[src/rtl/muldiv_pkg.sv]
// muldiv_pkg: shared op encodings, FSM states and default width for the multiply/divide unit
package muldiv_pkg;
  localparam int WIDTH = 32;
  typedef enum logic [1:0] {OP_MULT, OP_MULTU, OP_DIV, OP_DIVU} op_e;
  typedef enum logic [1:0] {IDLE, RUN, FIN} state_e;
endpackage

[src/rtl/muldiv_if.sv]
// muldiv_if: register-file side operand/command bus and HI/LO result bus
interface muldiv_if #(parameter int WIDTH = muldiv_pkg::WIDTH);
  logic             start;
  logic [1:0]       op;
  logic [WIDTH-1:0] Rs;
  logic [WIDTH-1:0] Rt;
  logic             hiWrite;
  logic             loWrite;
  logic [WIDTH-1:0] dataIn;
  logic             busy;
  logic             done;
  logic [WIDTH-1:0] hi;
  logic [WIDTH-1:0] lo;
  modport master(output start, op, Rs, Rt, hiWrite, loWrite, dataIn, input busy, done, hi, lo);
  modport slave(input start, op, Rs, Rt, hiWrite, loWrite, dataIn, output busy, done, hi, lo);
endinterface

[src/rtl/muldiv_step.sv]
// muldiv_step: one shift-add (multiply) or restoring shift-subtract (divide) iteration
module muldiv_step #(parameter int WIDTH = 32) (
  input  logic [2*WIDTH-1:0] acc_i,
  input  logic               bit_i,
  input  logic [WIDTH-1:0]   opnd_i,
  input  logic               div_i,
  output logic [2*WIDTH-1:0] acc_o,
  output logic               q_o
);
  logic [2*WIDTH-1:0] sh, ext;
  assign sh    = {acc_i[2*WIDTH-2:0], bit_i};
  assign ext   = {{WIDTH{1'b0}}, opnd_i};
  assign q_o   = div_i && sh >= ext;
  assign acc_o = div_i ? (q_o ? sh - ext : sh) : {acc_i[2*WIDTH-2:0], 1'b0} + (bit_i ? ext : '0);
endmodule

[src/rtl/muldiv_unit.sv]
// muldiv_unit: iterative MIPS MULT/MULTU/DIV/DIVU with architectural HI/LO registers
module muldiv_unit
  import muldiv_pkg::*;
#(
  parameter int WIDTH = muldiv_pkg::WIDTH,
  parameter int ITERS = WIDTH
) (
  input logic     clk,
  input logic     reset,
  muldiv_if.slave bus
);
  localparam int CW = $clog2(ITERS + 1);
  state_e             state_q, state_d;
  logic [CW-1:0]      cnt_q, cnt_d;
  logic [2*WIDTH-1:0] acc_q, acc_d, acc_n, prod;
  logic [WIDTH-1:0]   a_q, a_d, b_q, b_d, hi_q, hi_d, lo_q, lo_d;
  logic [WIDTH-1:0]   quo_raw, quo, rem, rs_mag, rt_mag;
  logic               div_q, div_d, neg_q, neg_d, rneg_q, rneg_d;
  logic               q_n, sgn, sa, sb, dz;
  assign sgn    = bus.op == OP_MULT || bus.op == OP_DIV;
  assign sa     = sgn & bus.Rs[WIDTH-1];
  assign sb     = sgn & bus.Rt[WIDTH-1];
  assign rs_mag = sa ? -bus.Rs : bus.Rs;
  assign rt_mag = sb ? -bus.Rt : bus.Rt;
  // a_q is the multiplier/dividend shifted out MSB-first while quotient bits shift in
  muldiv_step #(.WIDTH(WIDTH)) u_step (
    .acc_i (acc_q),
    .bit_i (a_q[WIDTH-1]),
    .opnd_i(b_q),
    .div_i (div_q),
    .acc_o (acc_n),
    .q_o   (q_n)
  );
  // divide-by-zero keeps the raw magnitude path, so sign fix-up is skipped
  assign dz      = b_q == '0;
  assign quo_raw = {a_q[WIDTH-2:0], q_n};
  assign prod    = neg_q ? -acc_n : acc_n;
  assign quo     = neg_q && !dz ? -quo_raw : quo_raw;
  assign rem     = rneg_q && !dz ? -acc_n[WIDTH-1:0] : acc_n[WIDTH-1:0];
  assign bus.busy = state_q == RUN;
  assign bus.done = state_q == FIN;
  assign bus.hi   = hi_q;
  assign bus.lo   = lo_q;
  always_comb begin
    state_d = state_q;
    cnt_d   = cnt_q;
    acc_d   = acc_q;
    a_d     = a_q;
    b_d     = b_q;
    div_d   = div_q;
    neg_d   = neg_q;
    rneg_d  = rneg_q;
    hi_d    = hi_q;
    lo_d    = lo_q;
    unique case (state_q)
      IDLE: begin
        hi_d = bus.hiWrite ? bus.dataIn : hi_q;
        lo_d = bus.loWrite ? bus.dataIn : lo_q;
        if (bus.start) begin
          state_d = RUN;
          cnt_d   = CW'(ITERS - 1);
          acc_d   = '0;
          a_d     = rs_mag;
          b_d     = rt_mag;
          div_d   = bus.op[1];
          neg_d   = sa ^ sb;
          rneg_d  = sa;
        end
      end
      RUN: begin
        acc_d = acc_n;
        a_d   = quo_raw;
        cnt_d = cnt_q - 1'b1;
        if (cnt_q == '0) begin
          state_d = FIN;
          {hi_d, lo_d} = div_q ? {rem, quo} : prod;
        end
      end
      FIN:     state_d = IDLE;
      default: state_d = IDLE;
    endcase
  end
  always_ff @(posedge clk) begin
    if (reset) begin
      state_q <= IDLE;
      cnt_q   <= '0;
      acc_q   <= '0;
      a_q     <= '0;
      b_q     <= '0;
      div_q   <= 1'b0;
      neg_q   <= 1'b0;
      rneg_q  <= 1'b0;
      hi_q    <= '0;
      lo_q    <= '0;
    end else begin
      state_q <= state_d;
      cnt_q   <= cnt_d;
      acc_q   <= acc_d;
      a_q     <= a_d;
      b_q     <= b_d;
      div_q   <= div_d;
      neg_q   <= neg_d;
      rneg_q  <= rneg_d;
      hi_q    <= hi_d;
      lo_q    <= lo_d;
    end
  end
endmodule

[src/flat_wrapper.sv]
// flat-port wrapper written by rule: the top's interface ports become plain ports
module muldiv_unit_flat import muldiv_pkg::*;
#(
  parameter int WIDTH = muldiv_pkg::WIDTH,
  parameter int ITERS = WIDTH
)
  (clk, reset, bus_start, bus_op, bus_Rs, bus_Rt, bus_hiWrite, bus_loWrite, bus_dataIn, bus_busy, bus_done, bus_hi, bus_lo);
  muldiv_if #(.WIDTH(WIDTH)) bus_i ();
  input logic clk;
  input logic reset;
  input wire logic [$bits(bus_i.start)-1:0] bus_start;
  input wire logic [$bits(bus_i.op)-1:0] bus_op;
  input wire logic [$bits(bus_i.Rs)-1:0] bus_Rs;
  input wire logic [$bits(bus_i.Rt)-1:0] bus_Rt;
  input wire logic [$bits(bus_i.hiWrite)-1:0] bus_hiWrite;
  input wire logic [$bits(bus_i.loWrite)-1:0] bus_loWrite;
  input wire logic [$bits(bus_i.dataIn)-1:0] bus_dataIn;
  output wire logic [$bits(bus_i.busy)-1:0] bus_busy;
  output wire logic [$bits(bus_i.done)-1:0] bus_done;
  output wire logic [$bits(bus_i.hi)-1:0] bus_hi;
  output wire logic [$bits(bus_i.lo)-1:0] bus_lo;
  assign bus_i.start = bus_start;
  assign bus_i.op = bus_op;
  assign bus_i.Rs = bus_Rs;
  assign bus_i.Rt = bus_Rt;
  assign bus_i.hiWrite = bus_hiWrite;
  assign bus_i.loWrite = bus_loWrite;
  assign bus_i.dataIn = bus_dataIn;
  assign bus_busy = bus_i.busy;
  assign bus_done = bus_i.done;
  assign bus_hi = bus_i.hi;
  assign bus_lo = bus_i.lo;
  muldiv_unit #(.WIDTH(WIDTH), .ITERS(ITERS)) u_core (.clk(clk), .reset(reset), .bus(bus_i));
endmodule
[config.mk]
export PLATFORM = sky130hd
export DESIGN_NAME = muldiv_unit_flat
export DESIGN_NICKNAME = d
export VERILOG_FILES = /design/src/rtl/muldiv_pkg.sv /design/src/rtl/muldiv_if.sv /design/src/rtl/muldiv_step.sv /design/src/rtl/muldiv_unit.sv /design/src/flat_wrapper.sv
export SDC_FILE = /design/constraint.sdc
export NUM_CORES = 1
export LEC_CHECK = 0
export ABC_CLOCK_PERIOD_IN_PS = 5800
export CORE_UTILIZATION = 50
export CTS_CLUSTER_DIAMETER = 60
export DETAILED_ROUTE_END_ITERATION = 7
export PLACE_DENSITY = 0.73
export SLEW_MARGIN = 40
export SYNTH_ARGS = -nofsm -noshare
export SYNTH_HDL_FRONTEND = slang
export SYNTH_SLANG_ARGS = --single-unit
[constraint.sdc]
create_clock -name clk -period 5.8 [get_ports clk]
set_input_delay 0.87 -clock clk [delete_from_list [all_inputs] [get_ports clk]]
set_output_delay 0.87 -clock clk [all_outputs]
set_load 0.01 [all_outputs]
==> results of run 1 <==
per-stage QoR:
step | total power [W] | setup WS (ps) | std cells
after floorplan | 0.00313 | 358 | 2867
after global placement | 0.00403 | 17.4 | 3513
after detailed placement | 0.00407 | -3.67 | 3513
after CTS | 0.00573 | 85.3 | 3561
after global routing | 0.00605 | -5.61 | 3562
final | 0.00583 | 189 | 3562
registers in the layout (all words and copies together) (netlist names), 2 cells and up:
signal,cells
u_core.acc_q,63
u_core.b_q,32
u_core.cnt_q,6
u_core.bus.lo,32
u_core.state_q,2
u_core.bus.hi,32
u_core.a_q,32
layout make-up:
class / instances / share of cell area, %
inverters: 73 / 1.16
flip-flops and latches: 202 / 17.0
well taps: 525 / 2.76
multi-input cells: 2387 / 63.2
repair buffers: 327 / 12.2
clock buffers: 33 / 3.05
clock inverters: 15 / 0.724
worst min-delay path by stage:
stage / endpoint / slack, ps / cells after the start
2_1_floorplan: u_core.rneg_q$_SDFFE_PP0P_ / 440 / 2
5_1_grt: u_core.bus.hi[7]$_SDFFE_PP0P_ / 480 / 1
4_1_cts: u_core.bus.lo[5]$_SDFFE_PP0P_ / 460 / 2
3_5_place_dp: u_core.bus.hi[7]$_SDFFE_PP0P_ / 450 / 1
6_report: u_core.bus.lo[5]$_SDFFE_PP0P_ / 460 / 2
3_3_place_gp: u_core.bus.hi[7]$_SDFFE_PP0P_ / 440 / 1
cells in the final DEF, fill, tap and decap left out, types with 21 or more instances in the layout:
cell type	netlist	routed
buf_4	2	158
and3_1	35	35
nand4_1	57	57
nor2_1	362	358
nor3_1	77	77
nand2b_1	23	21
clkbuf_16	0	26
dfxtp_1	202	201
nand3_1	62	62
o211ai_1	46	46
inv_1	71	69
or3_1	44	44
a21o_1	37	36
a211oi_1	91	90
xor2_1	93	92
a311oi_1	34	34
ha_1	70	70
a21oi_1	239	235
xnor2_1	112	112
o31ai_1	41	41
mux2i_1	21	21
a22o_1	37	37
or4_1	22	22
o21ai_0	175	172
clkdlybuf4s50_1	0	167
a31oi_1	37	36
and2_1	26	26
nor4_1	54	52
nand2_1	272	272
worst reg2reg max path, cell delays in order, from the launching register on:
cell and delay [ps]:
dfxtp_1 470, clkinvlp_4 160, buf_12 170, nor2_1 110
ha_1 310, nand2_1 170, or3_1 390, a211oi_1 390
o32a_1 360, a31oi_2 250, nor4_1 750, a22oi_1 260
xnor2_1 200, nor3_1 210, buf_4 180, nand3_1 200
or4_1 610, a21oi_1 190, o22ai_1 100
cells in the mapped netlist, drive strengths merged (56+ instances only):
cell	n
nand3	62
nor2	363
a21oi	240
xor2	93
nor3	78
nor4	56
o21ai	179
a211oi	91
ha	70
inv	72
nand2	274
dfxtp	202
clkbuf	165
nand4	59
xnor2	112
logic make-up after synthesis:
logic type | after synthesis | share of synthesized area, %
fa+ha+maj | 72 | 4.56
buf+inv | 278 | 5.43
compound gates | 952 | 32.0
flops | 202 | 20.1
mux | 28 | 1.44
simple gates | 1130 | 27.5
xor+xnor | 205 | 8.95
power by group through the flow:
stage	Combinational (W)	Sequential, W	Clock (W)
detailed placement	0.00241	0.00165	0
global route	0.00267	0.00164	0.00174
CTS	0.00243	0.00163	0.00168
global placement	0.00238	0.00165	0
finish	0.00252	0.00163	0.00167
floorplan	0.00149	0.00164	0
routing by layer:
metal	global-route usage [%]	wire, um	up-vias
met5	0	13	-
met4	31.4	8060	2
met3	7.63	8370	436
met2	67.6	39600	1533
met1	51.1	33700	11400
li1	-	-	11000
timing repair:
| item | 4_1_cts | 5_1_grt |
|---|---|---|
| buffers inserted | 0 | 1 |
| resized for setup | 1 | 12 |
| endpoints found under the setup margin | 4 | 36 |
==> results.yml, run 1 <==
finish:
  drive_gt1_share_pct: 9.32
  fill_cells: 3800
  syn2layout_area_growth_pct: 18.8
  antenna_cells: 0
  nNetsFinal: 3192
  seqCellArea_um2: 4050
  postLayoutCellArea_um2: 23800
  post-route-util_pct: 60.1
  multi_input_area_um2: 15100
cts:
  cts_buffer_depth: 3
  numClockSinks: 202
  cts_root_buffer: "clkbuf_16"
  ctsHoldBuffers: 0
  cts_tree: "done"
  clk_latency_ps: 560
  cts_max_level: 1
  cts_buffers: 26
  clkSlewWorstSetupHoldPaths_ps: 60
grt:
  grt_first_pass_wirelength_um: 135000
  grt_start_max_net_pins: 66
  grt_pass1_vias: 22800
  track_usage_pct: 42.4
  grt-ovfl-total: 0
  antenna_found_initial: 1
setup_path:
  cp.buffers_inverters: 3
  cp.required_ps: 6210
  path_cells: "clkinvlp_4, buf_12, nor2_1, ha_1, nand2_1, or3_1, a211oi_1, o32a_1, a31oi_2, nor4_1, a22oi_1, xnor2_1, nor3_1, buf_4, nand3_1, or4_1, a21oi_1, o22ai_1"
  cp_slowest_stage_delay_ps: 750
  crit_cells: 18
  criticalPathCategory: "register to register"
  startpoint: "u_core.a_q[31]$_SDFFE_PP0P_"
  r2r_cells: 18
  critical_path.top_delay_family: "simple AND/OR/NAND/NOR gates"
  rr_startpoint: "u_core.a_q[31]$_SDFFE_PP0P_"
  slowest_stage: "nor4_1"
  reg2reg_slack_ps: 190
  path_max_fanout: 18
  crit_end: "u_core.bus.hi[31]$_SDFFE_PP0P_"
  cp-end-kind: "register"
  reg2reg_to: "u_core.bus.hi[31]$_SDFFE_PP0P_"
  cp-start-kind: "register"
  arrival_ps: 6020
route:
  initialDrtViolationCount: 3343
  ant_nets: 0
  drc_errors: 0
  wire_per_inst_um: 25.2
  viasPerCell: 6.84
  via_count: 24400
  dr.pass1.iters: 8
  totalWireLength_um: 89700
timing:
  finClkSkew_ps: 37.3
  finalHoldViolCount: 0
  tightestPinTransition_ps: 953
  finalSetupViolCount: 0
  slew_headroom_pct: 36.3
  fin_crit_sh_pct: 96.7
  maxSlewViolCount: 0
  max_freq_mhz: 178
  whs_ps: 461
  tns_ps: 0
  min_period_ps: 5610
synth:
  yosys_warnings: 0
  synth_cell_types: 97
  syn_area_um2: 20100
  synth_top_area_share_pct: 20.1
  synth-edff-count: 0
  yosys_register_bits: 202
  yosys_most_used_dff: "dfxtp_1"
  synth_cells: 2867
  syn_area_per_cell_um2: 7.00
  synth_nets: 3042
  ys_seq_area_share_pct: 20.1
  synth_top_cell_by_area: "dfxtp_1"
  async_flop_share_pct: 0
  yosys-top-cells-area: "dfxtp_1 20%, nor2_1 6.8%, a21oi_1 6.0%"
die:
  die_width_um: 202
  initial_utilization_pct: 50.6
  chipHeight_um: 202
  fp.coreArea_um2: 39600
  rows: 73
  dieArea_um2: 40900
  ios: 169
worst_hold_path:
  hp-class: "register to register"
  holdCritStartpoint: "u_core.bus.lo[5]$_SDFFE_PP0P_"
power_and_ir_drop:
  swShare_pct: 41.4
  internal-power_w: 0.00341
  clkPwrFrac_pct: 28.7
  p_leak_nw: 9.31
  powerDensity_nw_per_um2: 244
  p_seq_share_pct: 28.0
  ir_drop_mv: 0.256
  comb_power_share_pct: 43.3
  power.net_switching_w: 0.00242
placed_design:
  dpl.hpwl_um: 71300
  io_buffers: 168
  gp_congestion: 1.07
  place_area_um2: 22900
flow_run:
  maxCapViolations: 0
run_status:
  outcome: "complete, no violations"
Power figures use the tool's default switching activity.
==> run 2: changes to the inputs <==
--- a/config.mk
+++ b/config.mk
@@ -9,8 +9,9 @@
 export CORE_UTILIZATION = 50
 export CTS_CLUSTER_DIAMETER = 60
 export DETAILED_ROUTE_END_ITERATION = 7
-export PLACE_DENSITY = 0.73
+export PLACE_DENSITY = 0.74
 export SLEW_MARGIN = 40
 export SYNTH_ARGS = -nofsm -noshare
 export SYNTH_HDL_FRONTEND = slang
+export SYNTH_HIERARCHICAL = 1
 export SYNTH_SLANG_ARGS = --single-unit
==> run 2 against run 1 <==
  * Worst hold slack better by 21 ps
  * Highest routed layer is now met4
  * Critical path depth unchanged
  * Fmax down 0.15%
  * Synthesized cell count down 17%
  * Largest power group unchanged
  * Global-route usage down 6.8 points
  * Sequential share of layout area up 2.2 points
  * Critical path type unchanged
==> results.yml, run 2 <==
run_status:
  outcome: "complete, no violations"
die:
  ios: 169
  rows: 68
  chipHeight_um: 189
  initial_utilization_pct: 50.6
  die_width_um: 189
  fp.coreArea_um2: 34500
  dieArea_um2: 35600
grt:
  grt_pass1_vias: 18200
  track_usage_pct: 35.6
  antenna_found_initial: 0
  grt_first_pass_wirelength_um: 102000
  grt_start_max_net_pins: 83
  grt-ovfl-total: 0
route:
  dr.pass1.iters: 6
  drc_errors: 0
  initialDrtViolationCount: 2330
  totalWireLength_um: 66200
  wire_per_inst_um: 21.8
  ant_nets: 0
  via_count: 19600
  viasPerCell: 6.47
finish:
  final_common_cell: "a21oi_1"
  antenna_cells: 0
  nNetsFinal: 2732
  layout_common_cells: "220 x a21oi_1, 219 x nor2_1, 213 x nand2_1"
  largest_reg_flops: 63
  postLayoutCellArea_um2: 21200
  syn2layout_area_growth_pct: 21.3
  drive_gt1_share_pct: 10.3
  regMostFlops: "u_core/acc_q"
  fin_cells: 3030
  fill_cells: 3204
synth:
  yosys_warnings: 6
  synth_nets: 2544
  syn_area_per_cell_um2: 7.36
  synth_cells: 2369
  syn_area_um2: 17400
timing:
  max_freq_mhz: 178
  finClkSkew_ps: 12.9
  finalSetupViolCount: 0
  maxSlewViolCount: 0
  min_period_ps: 5620
  whs_ps: 482
  tightestPinTransition_ps: 866
  fin_crit_sh_pct: 96.9
  tns_ps: 0
  finalHoldViolCount: 0
  slew_headroom_pct: 42.3
setup_path:
  path_max_fanout: 14
  cp-end-kind: "register"
  cp.required_ps: 6190
  arrival_ps: 6010
  r2r_cells: 18
  cp-start-kind: "register"
  criticalPathCategory: "register to register"
cts:
  clk_latency_ps: 540
  ctsHoldBuffers: 0
  cts_buffers: 24
  numClockSinks: 202
  cts_buffer_depth: 3
  cts_tree: "done"
  cts_root_buffer: "clkbuf_16"
  clkSlewWorstSetupHoldPaths_ps: 60
  cts_max_level: 1
worst_hold_path:
  holdPathStages: 2
  hp-class: "register to register"
placed_design:
  gp_congestion: 1.02
  place_area_um2: 20200
  dpl.hpwl_um: 50400
  io_buffers: 168
  dpl.cell_count: 2979
power_and_ir_drop:
  p_leak_nw: 8.55
  ir_drop_mv: 0.258
  powerDensity_nw_per_um2: 236
flow_run:
  maxCapViolations: 0
[run 2: repair_timing]
action	in CTS	in global routing
pin swaps	0	1
resized for setup	2	16
buffers inserted	0	6
cloned	0	1
setup endpoints to repair	1	38
[run 2: worst max-delay path, cell delays in order, from the launching register on]
cell and delay (ps):
dfxtp_1 360, or4_1 610, or4_1 570, nor3_2 260, nand3_2 200, a2111oi_4 440
nor2_4 140, buf_4 240, buf_4 160, a211oi_1 200, a21oi_1 110, nor4_1 320
buf_4 180, nand4_1 130, or3_1 590, o41ai_2 430, xnor2_1 150, mux2i_1 260
o22ai_1 110
[run 2: layer usage]
layer  GRT usage [%]  share of wire (%)  wire [um]  vias up
li1                -                  -          -     9082
met1            47.1                 41      26900     9273
met2            58.1                 46      30300     1058
met3            4.02                8.6       5710      199
met4            16.2                5.0       3280        0
met5               0                  0          0        -
[run 2: path summary, 6_finish.rpt]
check        slack [ps]                              to                          start
max                 180  u_core/bus.hi[26]$_SDFFE_PP0P_  u_core/acc_q[53]$_SDFFE_PP0P_
min                 480       u_core/neg_q$_SDFFE_PP0P_      u_core/neg_q$_SDFFE_PP0P_
max reg2reg         180  u_core/bus.hi[26]$_SDFFE_PP0P_  u_core/acc_q[53]$_SDFFE_PP0P_
min reg2reg         480       u_core/neg_q$_SDFFE_PP0P_      u_core/neg_q$_SDFFE_PP0P_
[run 2: layout make-up]
| cell class | count | area, um^2 | area share, % |
|---|---|---|---|
| clock buffer | 34 | 678 | 3.20 |
| sequential | 202 | 4050 | 19.1 |
| multi-input combinational | 1934 | 12600 | 59.7 |
| clock inverter | 10 | 96.3 | 0.455 |
| tap | 455 | 569 | 2.69 |
| timing repair buffer | 323 | 2860 | 13.5 |
| timing repair inverter | 1 | 5.00 | 0.0236 |
| inverter | 71 | 270 | 1.28 |
[run 2: per-stage QoR]
step,util [%],worst slack (ps),total power [W]
floorplan,-,513,0.00269
global placement,58.7,159,0.00340
detailed placement,58.7,12.6,0.00342
CTS,61.0,33.7,0.00491
global route,61.4,-45.1,0.00519
finish,61.4,180,0.00499
[run 2: power by group]
part,internal (W),switching (W)
Combinational,0.000758,0.00112
Clock,0.000862,0.000638
Sequential,0.00149,0.000124
